$ cat config.mk
export PLATFORM = sky130hd
export DESIGN_NAME = sram_1rw1r_responder_flat
export DESIGN_NICKNAME = d
export VERILOG_FILES = /design/src/rtl/sram_1rw1r_responder_if.sv /design/src/rtl/sram_1rw1r_responder.sv /design/src/flat_wrapper.sv
export SDC_FILE = /design/constraint.sdc
export NUM_CORES = 1
export LEC_CHECK = 0
export CAP_MARGIN = 40
export CELL_PAD_IN_SITES_DETAIL_PLACEMENT = 1
export CELL_PAD_IN_SITES_GLOBAL_PLACEMENT = 2
export CORE_MARGIN = 5
export CORE_UTILIZATION = 42
export CTS_CLUSTER_SIZE = 25
export DETAILED_ROUTE_END_ITERATION = 6
export DONT_BUFFER_PORTS = 1
export PLACE_DENSITY = 0.81
export SETUP_SLACK_MARGIN = 0.5
export SYNTH_ARGS = -nofsm -noshare
export SYNTH_HDL_FRONTEND = slang
export SYNTH_SLANG_ARGS = --single-unit
$ cat constraint.sdc
create_clock -name i_clk -period 2.74 [get_ports i_clk]
set_input_delay 0.685 -clock i_clk [delete_from_list [all_inputs] [get_ports i_clk]]
set_output_delay 0.685 -clock i_clk [all_outputs]
set_load 0.02 [all_outputs]
$ cat src/rtl/sram_1rw1r_responder_if.sv
// Bus bundle for the 1RW/1R flop-based SRAM responder: port 0 read/write, port 1 read-only,
// plus clear-in-progress and same-address collision status.
interface sram_1rw1r_responder_if #(
    parameter int unsigned ADDR_W = 5,
    parameter int unsigned DATA_W = 8
);
    logic              csb0;
    logic              web0;
    logic              wmask0;
    logic [ADDR_W-1:0] addr0;
    logic [DATA_W-1:0] din0;
    logic [DATA_W-1:0] dout0;
    logic              csb1;
    logic [ADDR_W-1:0] addr1;
    logic [DATA_W-1:0] dout1;
    logic              busy;
    logic              collision;

    modport master (
        output csb0, web0, wmask0, addr0, din0, csb1, addr1,
        input  dout0, dout1, busy, collision
    );

    modport slave (
        input  csb0, web0, wmask0, addr0, din0, csb1, addr1,
        output dout0, dout1, busy, collision
    );
endinterface

$ cat src/rtl/sram_1rw1r_responder.sv
// Flop-based SRAM with one read/write port and one read-only port; after reset the whole
// array is swept to zero (busy high) before any access is accepted.
module sram_1rw1r_responder #(
    parameter int unsigned ADDR_W = 5,
    parameter int unsigned DATA_W = 8
) (
    input  logic                   i_clk,
    input  logic                   i_rst_n,
    sram_1rw1r_responder_if.slave  bus
);
    localparam int unsigned DEPTH    = 1 << ADDR_W;
    localparam logic [0:0]  ST_CLEAR = 1'b0;
    localparam logic [0:0]  ST_READY = 1'b1;

    logic [0:0]        r_state;
    logic [ADDR_W-1:0] r_clr_ptr;
    logic [DATA_W-1:0] r_mem [DEPTH];
    logic [DATA_W-1:0] r_dout0;
    logic [DATA_W-1:0] r_dout1;
    logic              r_collision;

    logic w_ready;
    logic w_wr0;
    logic w_rd0;
    logic w_rd1;
    logic w_coll;

    always_comb begin
        w_ready = (r_state == ST_READY);
        w_wr0   = w_ready && !bus.csb0 && !bus.web0 && bus.wmask0;
        w_rd0   = w_ready && !bus.csb0 && bus.web0;
        w_rd1   = w_ready && !bus.csb1;
        w_coll  = w_wr0 && w_rd1 && (bus.addr0 == bus.addr1);
    end

    always_ff @(posedge i_clk) begin
        if (!i_rst_n) begin
            r_state   <= ST_CLEAR;
            r_clr_ptr <= '0;
        end else if (r_state == ST_CLEAR) begin
            r_clr_ptr <= r_clr_ptr + 1'b1;
            if (r_clr_ptr == '1) begin
                r_state <= ST_READY;
            end
        end
    end

    // Array has no reset of its own: contents are only zeroed by the CLEAR sweep.
    always_ff @(posedge i_clk) begin
        if (i_rst_n) begin
            if (r_state == ST_CLEAR) begin
                r_mem[r_clr_ptr] <= '0;
            end else if (w_wr0) begin
                r_mem[bus.addr0] <= bus.din0;
            end
        end
    end

    // Reads sample the array before this edge's write lands, giving old data on a collision.
    always_ff @(posedge i_clk) begin
        if (!i_rst_n) begin
            r_dout0     <= '0;
            r_dout1     <= '0;
            r_collision <= 1'b0;
        end else if (r_state == ST_CLEAR) begin
            r_dout0     <= '0;
            r_dout1     <= '0;
            r_collision <= 1'b0;
        end else begin
            if (w_rd0) begin
                r_dout0 <= r_mem[bus.addr0];
            end
            if (w_rd1) begin
                r_dout1 <= r_mem[bus.addr1];
            end
            r_collision <= w_coll;
        end
    end

    assign bus.dout0     = r_dout0;
    assign bus.dout1     = r_dout1;
    assign bus.busy      = (r_state == ST_CLEAR);
    assign bus.collision = r_collision;
endmodule

$ cat src/flat_wrapper.sv
// flat-port wrapper written by rule: the top's interface ports become plain ports
module sram_1rw1r_responder_flat 
#(
    parameter int unsigned ADDR_W = 5,
    parameter int unsigned DATA_W = 8
)
  (i_clk, i_rst_n, bus_csb0, bus_web0, bus_wmask0, bus_addr0, bus_din0, bus_csb1, bus_addr1, bus_dout0, bus_dout1, bus_busy, bus_collision);
  sram_1rw1r_responder_if #(.ADDR_W(ADDR_W), .DATA_W(DATA_W)) bus_i ();
  input  logic i_clk;
  input  logic i_rst_n;
  input wire logic [$bits(bus_i.csb0)-1:0] bus_csb0;
  input wire logic [$bits(bus_i.web0)-1:0] bus_web0;
  input wire logic [$bits(bus_i.wmask0)-1:0] bus_wmask0;
  input wire logic [$bits(bus_i.addr0)-1:0] bus_addr0;
  input wire logic [$bits(bus_i.din0)-1:0] bus_din0;
  input wire logic [$bits(bus_i.csb1)-1:0] bus_csb1;
  input wire logic [$bits(bus_i.addr1)-1:0] bus_addr1;
  output wire logic [$bits(bus_i.dout0)-1:0] bus_dout0;
  output wire logic [$bits(bus_i.dout1)-1:0] bus_dout1;
  output wire logic [$bits(bus_i.busy)-1:0] bus_busy;
  output wire logic [$bits(bus_i.collision)-1:0] bus_collision;
  assign bus_i.csb0 = bus_csb0;
  assign bus_i.web0 = bus_web0;
  assign bus_i.wmask0 = bus_wmask0;
  assign bus_i.addr0 = bus_addr0;
  assign bus_i.din0 = bus_din0;
  assign bus_i.csb1 = bus_csb1;
  assign bus_i.addr1 = bus_addr1;
  assign bus_dout0 = bus_i.dout0;
  assign bus_dout1 = bus_i.dout1;
  assign bus_busy = bus_i.busy;
  assign bus_collision = bus_i.collision;
  sram_1rw1r_responder #(.ADDR_W(ADDR_W), .DATA_W(DATA_W)) u_core (.i_clk(i_clk), .i_rst_n(i_rst_n), .bus(bus_i));
endmodule
-- Yosys cells after proc, flatten, opt, wreduce, memory -nomap -nowiden
Memory sizes are Yosys's and may differ from the RTL's. A register that Yosys moved wholly into a read port is not among the register bits.
Cells that the tools add are included.
- add/subtract/negate cells: 1
- multiplexer cells: 12
- reduce and logical (&&, ||, !) cells: 14
- bitwise logic cells: 1
- equal/unequal tests: 2
- operator list (kind ; count):
    1-bit two-way mux ; 10
    8-bit two-way mux ; 1
    8-bit OR reduction ; 1
    1-bit logical AND ; 7
    5-bit by 1-bit adder with 5-bit output (second input constant) ; 1
    5-bit equality test ; 1
    5-bit equality test (second input constant) ; 1
    1-bit logical NOT ; 5
    5-bit two-way mux ; 1
    2-bit AND reduction ; 1
    1-bit NOT ; 1
- bits in writable memories: 256
- output and inout bits: 18
- bits in registers: 7
- input port bits: 24
- word-level logic and storage cells: 34
- memories: 1
- memory list (memory ; words ; width ; read ports ; clocked after memory_dff ; write ports ; line ; RTL):
    u_core.r_mem ; 32 ; 8 ; 2 ; 2 ; 1 ; sram_1rw1r_responder.sv:17 ; logic [DATA_W-1:0] r_mem [DEPTH];

-- Longest topological paths before layout
- depth in word-level cells: 10
- gate-level depth with buffers: 8
- mapped depth without buffers: 5

-- Least setup slack after synthesis
OpenSTA, ideal clock, no wires.
- path kind: input to register
- start point: in bus_csb0
- end point: mem u_core.r_mem[19][0] (enable)
- data required time: 2.370 ns
- arrival time: 2.233 ns
- buffers on the path: 1
- path slack: 0.137 ns
- library setup time: 0.370 ns
- cell stages on the path: 6
- cell sequence: nand4b_1 nor2_1 clkbuf_1 nand3_1 o22a_1 nor2_1
- longest elaborated chain between the ends: 10
- elaborated cells between the ends (all ways): 11
- ends and longest elaborated chain (element ; line ; RTL):
    start, declared ; flat_wrapper.sv:11 ; input wire logic [$bits(bus_i.csb0)-1:0] bus_csb0;
    1-bit logical NOT * ; sram_1rw1r_responder.sv:30 ; w_wr0 = w_ready && !bus.csb0 && !bus.web0 && bus.wmask0;
    1-bit logical AND * (3 in a row) ; sram_1rw1r_responder.sv:30 ;
    1-bit two-way mux * ; sram_1rw1r_responder.sv:53 ; end else if (w_wr0) begin
    1-bit two-way mux * ; sram_1rw1r_responder.sv:51 ; if (r_state == ST_CLEAR) begin
    1-bit two-way mux * ; sram_1rw1r_responder.sv:50 ; if (i_rst_n) begin
    1-bit two-way mux (not written as such) * ; sram_1rw1r_responder.sv:54 ; r_mem[bus.addr0] <= bus.din0;
    8-bit OR reduction (no line) ; -- ;
    5-bit two-way mux (no line) or 1-bit two-way mux (tied branches) ; -- ;
    end, declared ; sram_1rw1r_responder.sv:17 ;
Mark *: on every way between the ends. The rest lies on a longest branch, timed or not.

-- Worst setup path after layout
- start point: reg u_core.r_clr_ptr[0]
- end point: mem u_core.r_mem[6][4] (enable)
- longest elaborated chain between the ends: 1
- ends and longest elaborated chain (element ; line ; RTL):
    start, declared ; sram_1rw1r_responder.sv:16 ; logic [ADDR_W-1:0] r_clr_ptr;
    start signal, assigned ; sram_1rw1r_responder.sv:41 ; r_clr_ptr <= r_clr_ptr + 1'b1;
    5-bit two-way mux (no line) ; -- ;
No other way between the ends.

==> out/summary.md <==
The min-delay analysis places its worst path in the category input port to flop. Cell at the root of the clock tree: sky130_fd_sc_hd__clkbuf_16. The tools report the area taken by flip-flops and latches as 8149 sq um.

The estimated wirelength of the detail-placed design was 27.52 mm. The cell depth of the worst min-delay path is 1, and the violation count after the first detailed-route iteration is 651. The tree built by TritonCTS fans out to 279 sinks.

In this run the most critical hold path is launched from bus_csb1. The multi-input combinational cells in the finished layout cover a total of 5049 sq um. After clock tree synthesis, the clock-pin slew on the worst setup and hold paths is 0.06 ns. Kind of critical path: flop to flop. The post-route non-filler standard cell count was 1428. Smallest hold slack: 0.2376 ns. The first global-routing pass estimated 61.14 mm of wire. STA classifies the critical path endpoint as a flop. Compared with the post-synthesis result, the final layout area differs by 13.74%. The floorplan has 65 rows. Routability-driven placement finished with a final weighted congestion of 0.8762. The tools report the reg-to-reg critical path endpoint as u_core.r_mem[6][4]. TritonCTS built the clock tree. Entering global routing, the biggest net connects 135 pins. The core region is 31560 sq um. Of the available clock period, the critical path in the final layout requires 78.30%. The synthesized design spends more area on one cell type than any other, namely sky130_fd_sc_hd__edfxtp_1. The worst setup path is launched from a flop. Data on the critical path arrives at its endpoint at 2.45 ns. Once placement completed, the tool counted placed cells totaling 1366. Measured against its own limit, the worst slew margin works out to 47.66%. The top metal layer carrying routed signals is met5.

The fraction of final layout cells sized beyond drive strength 1 works out to 14.72%. The logs give 35690 sq um for the area of the die and 5.696 nW for the standby leakage power. In this run, CTS created clock tree buffers numbering 30. The shortest clock period the worst path allows after layout is 2.145 ns. The start of the worst register-to-register path was u_core.r_clr_ptr[0]. In this run, synthesis produced a sequential element count of 279. The per-cell routed wire length was 29.28 microns. Summing all non-filler instances in the final layout gives an area of 15290 sq um. The number of fillers in the final layout is 3149, and the maximum level of the CTS H-tree is 1.

Summed over all nets, wire length on met3 after detailed routing comes to 2.936 mm. At the pin with the least slew margin, the transition time is 0.7815 ns. The synthesis warning total came out at 0. The routed design has 41.81 mm of wire.

The floorplan step set the die width to 188.9 microns. In this run the register-to-register setup slack is 0.59 ns. The detail route stage leaves a number of antenna-violating nets equal to 0.

Clock latency on the worst-skew pair, taken at its later pin, is 0.56 ns. The mean area per synthesized cell is 13.64 sq um. The path with the worst hold slack has its endpoint at u_core.bus.dout1[6].

The die is 188.9 microns tall. The run gives 5 as the number of optimization iterations in the first detailed-route pass. 42 I/O pins were placed. After detailed routing, the number of vias per cell comes to 6.286. The detailed router placed 8976 vias in this run.

Derived from the worst setup path, the maximum achievable clock frequency is 0.4661 GHz. The total of buffers placed on input and output ports is 0, and the buffer depth of the longest clock path is 3. Count of endpoints failing hold in the final timing report: 0.

The tool flagged a number of max-cap violations equal to 0. The fraction of the yosys area taken by sequential cells was 60.60%. In the final routing, the length of wire on met1 measures 17.85 mm. Adding up every negative setup slack in the final design gives 0 ns. The synthesized design devotes to its leading area cell type 57.18% of total area. In the layout the commonest cells are sky130_fd_sc_hd__mux2i_1, sky130_fd_sc_hd__edfxtp_1, sky130_fd_sc_hd__a22oi_1. Data on the critical path is required at its endpoint by 3.04 ns. The final max-slew violation count was 0; the count of cells along the worst register-to-register path was 6.

Summed over all layers, the global routing overflow is 0. The via count of the first global-routing pass is 9217, and the cell area after placement is 14180 sq um. The run gives 0.4252 mV as the worst vdd rail ir drop.

For the final count of negative-setup-slack endpoints, the log shows 0. For this configuration, the core starts out at a cell density of 42.61%. For the number of library cell types mapped by synthesis, the log shows 37. Post-synthesis net count: 1012.

Setup repair after global routing could not meet its margin everywhere. The initial antenna violation count was 4; the final worst clock skew was 0.01476 ns. The overall power after layout was 0.009169 W; the cell area power density was 599.6 nW/um^2. The number of antenna diodes in the final layout is 0.

Global routing used 22.79% of the available tracks. The amount of wire on met2 after detailed routing came out at 20.05 mm. Synthesis produced a netlist whose cell count is 986. Of all nets on the critical path, the largest fanout is 8. The commonest non-fill, non-tap cell in the layout was sky130_fd_sc_hd__mux2i_1.

The flow ran to the end, and the final reports show no timing, DRC or antenna violations. After synthesis, the cell types taking the most area are sky130_fd_sc_hd__edfxtp_1, sky130_fd_sc_hd__mux2i_1, sky130_fd_sc_hd__a22oi_1. The logs give 13440 sq um for the mapped cell area and 0 for the hold buffer count at CTS. The number of nets at the end of the flow came out at 1028. The number of DRC violations after detailed routing was 0.
## worst max-delay path by stage
| stage | from | to | slack, ns | cells after the start |
|---|---|---|---|---|
| 2_1_floorplan | bus_csb0 | u_core.r_mem[10][0] | 0.46 | 5 |
| 3_3_place_gp | bus_csb0 | u_core.r_mem[10][3] | -0.04 | 5 |
| 3_5_place_dp | bus_csb0 | u_core.r_mem[2][3] | -0.003 | 6 |
| 4_1_cts | u_core.r_state | u_core.r_mem[28][6] | 0.56 | 6 |
| 5_1_grt | u_core.r_state | u_core.r_mem[30][7] | 0.50 | 6 |
| 6_report | u_core.r_clr_ptr[0] | u_core.r_mem[6][4] | 0.59 | 6 |
## sequential cells by signal, indices dropped and copies added (netlist names)
signal,flops
u_core.r_clr_ptr,5
u_core.r_mem,256
u_core.bus.dout0,8
u_core.r_state,1
u_core.bus.dout1,8
u_core.bus.collision,1
## cell usage after synthesis, drive strengths merged
cell / number
nand3: 5
a22oi: 128
nand4: 2
inv: 14
or2: 2
a41oi: 1
nor3b: 3
nor3: 4
o21a: 1
a21oi: 78
edfxtp: 256
nand2: 8
nor2: 40
nor4: 1
or4: 16
mux2i: 258
and2: 14
and4: 1
clkbuf: 42
a221oi: 8
o21ai: 11
nand4b: 1
ha: 2
nor2b: 6
o22a: 1
buf: 35
xnor2: 8
nand2b: 3
a32oi: 4
a31oi: 6
and3: 4
dfxtp: 23
## layout make-up
type | count | area share, %
inverter | 14 | 0.3437
sequential | 279 | 53.29
multi-input combinational | 617 | 33.02
clock buffer | 48 | 6.014
tap | 402 | 3.289
clock inverter | 8 | 0.3928
timing repair buffer | 60 | 3.649
## cell families (layout without fill, tap and decap cells)
group                    after synthesis  after routing  synth area share, %
XOR/XNOR                               8              8               0.5212
flip-flops                           279            279                60.60
AO/OA/AOI/OAI                        238            238                11.71
AND/OR/NAND/NOR                      110            111                4.356
adder cells (fa/ha/maj)                2              2               0.1861
multiplexers                         258            258                19.21
buffers and inverters                 91            130                3.415
## report_power, final
| group | internal [W] | switching (W) | total, W |
|---|---|---|---|
| clock | 0.00237 | 0.00164 | 0.00400 |
| sequential | 0.00461 | 0.0000192 | 0.00463 |
| combinational | 0.000237 | 0.000299 | 0.000535 |
## per-layer routing
| metal | track usage, % | up-vias |
|---|---|---|
| met4 | 5.017 | 8 |
| met3 | 4.609 | 54 |
| met1 | 31.13 | 4672 |
| met2 | 37.93 | 312 |
| met5 | 0 | - |
| li1 | - | 3930 |
## timing repair
action | 4_1_cts | 5_1_grt
pin swaps | 3 | 0
endpoints found under the setup margin | 171 | 149
cloned | 1 | 0
setup buffers | 5 | 0
gates resized for setup | 17 | 3
## critical path, stage by stage (launching register included)
cell	delay [ns]
sky130_fd_sc_hd__dfxtp_1	0.46
sky130_fd_sc_hd__inv_1	0.12
sky130_fd_sc_hd__nand4_1	0.16
sky130_fd_sc_hd__o21ai_0	0.18
sky130_fd_sc_hd__a21oi_1	0.59
sky130_fd_sc_hd__nor2_1	0.14
sky130_fd_sc_hd__buf_4	0.22
## metrics by stage
stage / util, % / setup slack (ns)
detailed placement: 44.92 / -0.002513
global placement: 44.81 / -0.04418
finish: 48.46 / 0.5946
CTS: 48.41 / 0.5620
global route: 48.46 / 0.4998
floorplan: - / 0.4632
(Power assumes the default switching activity.)
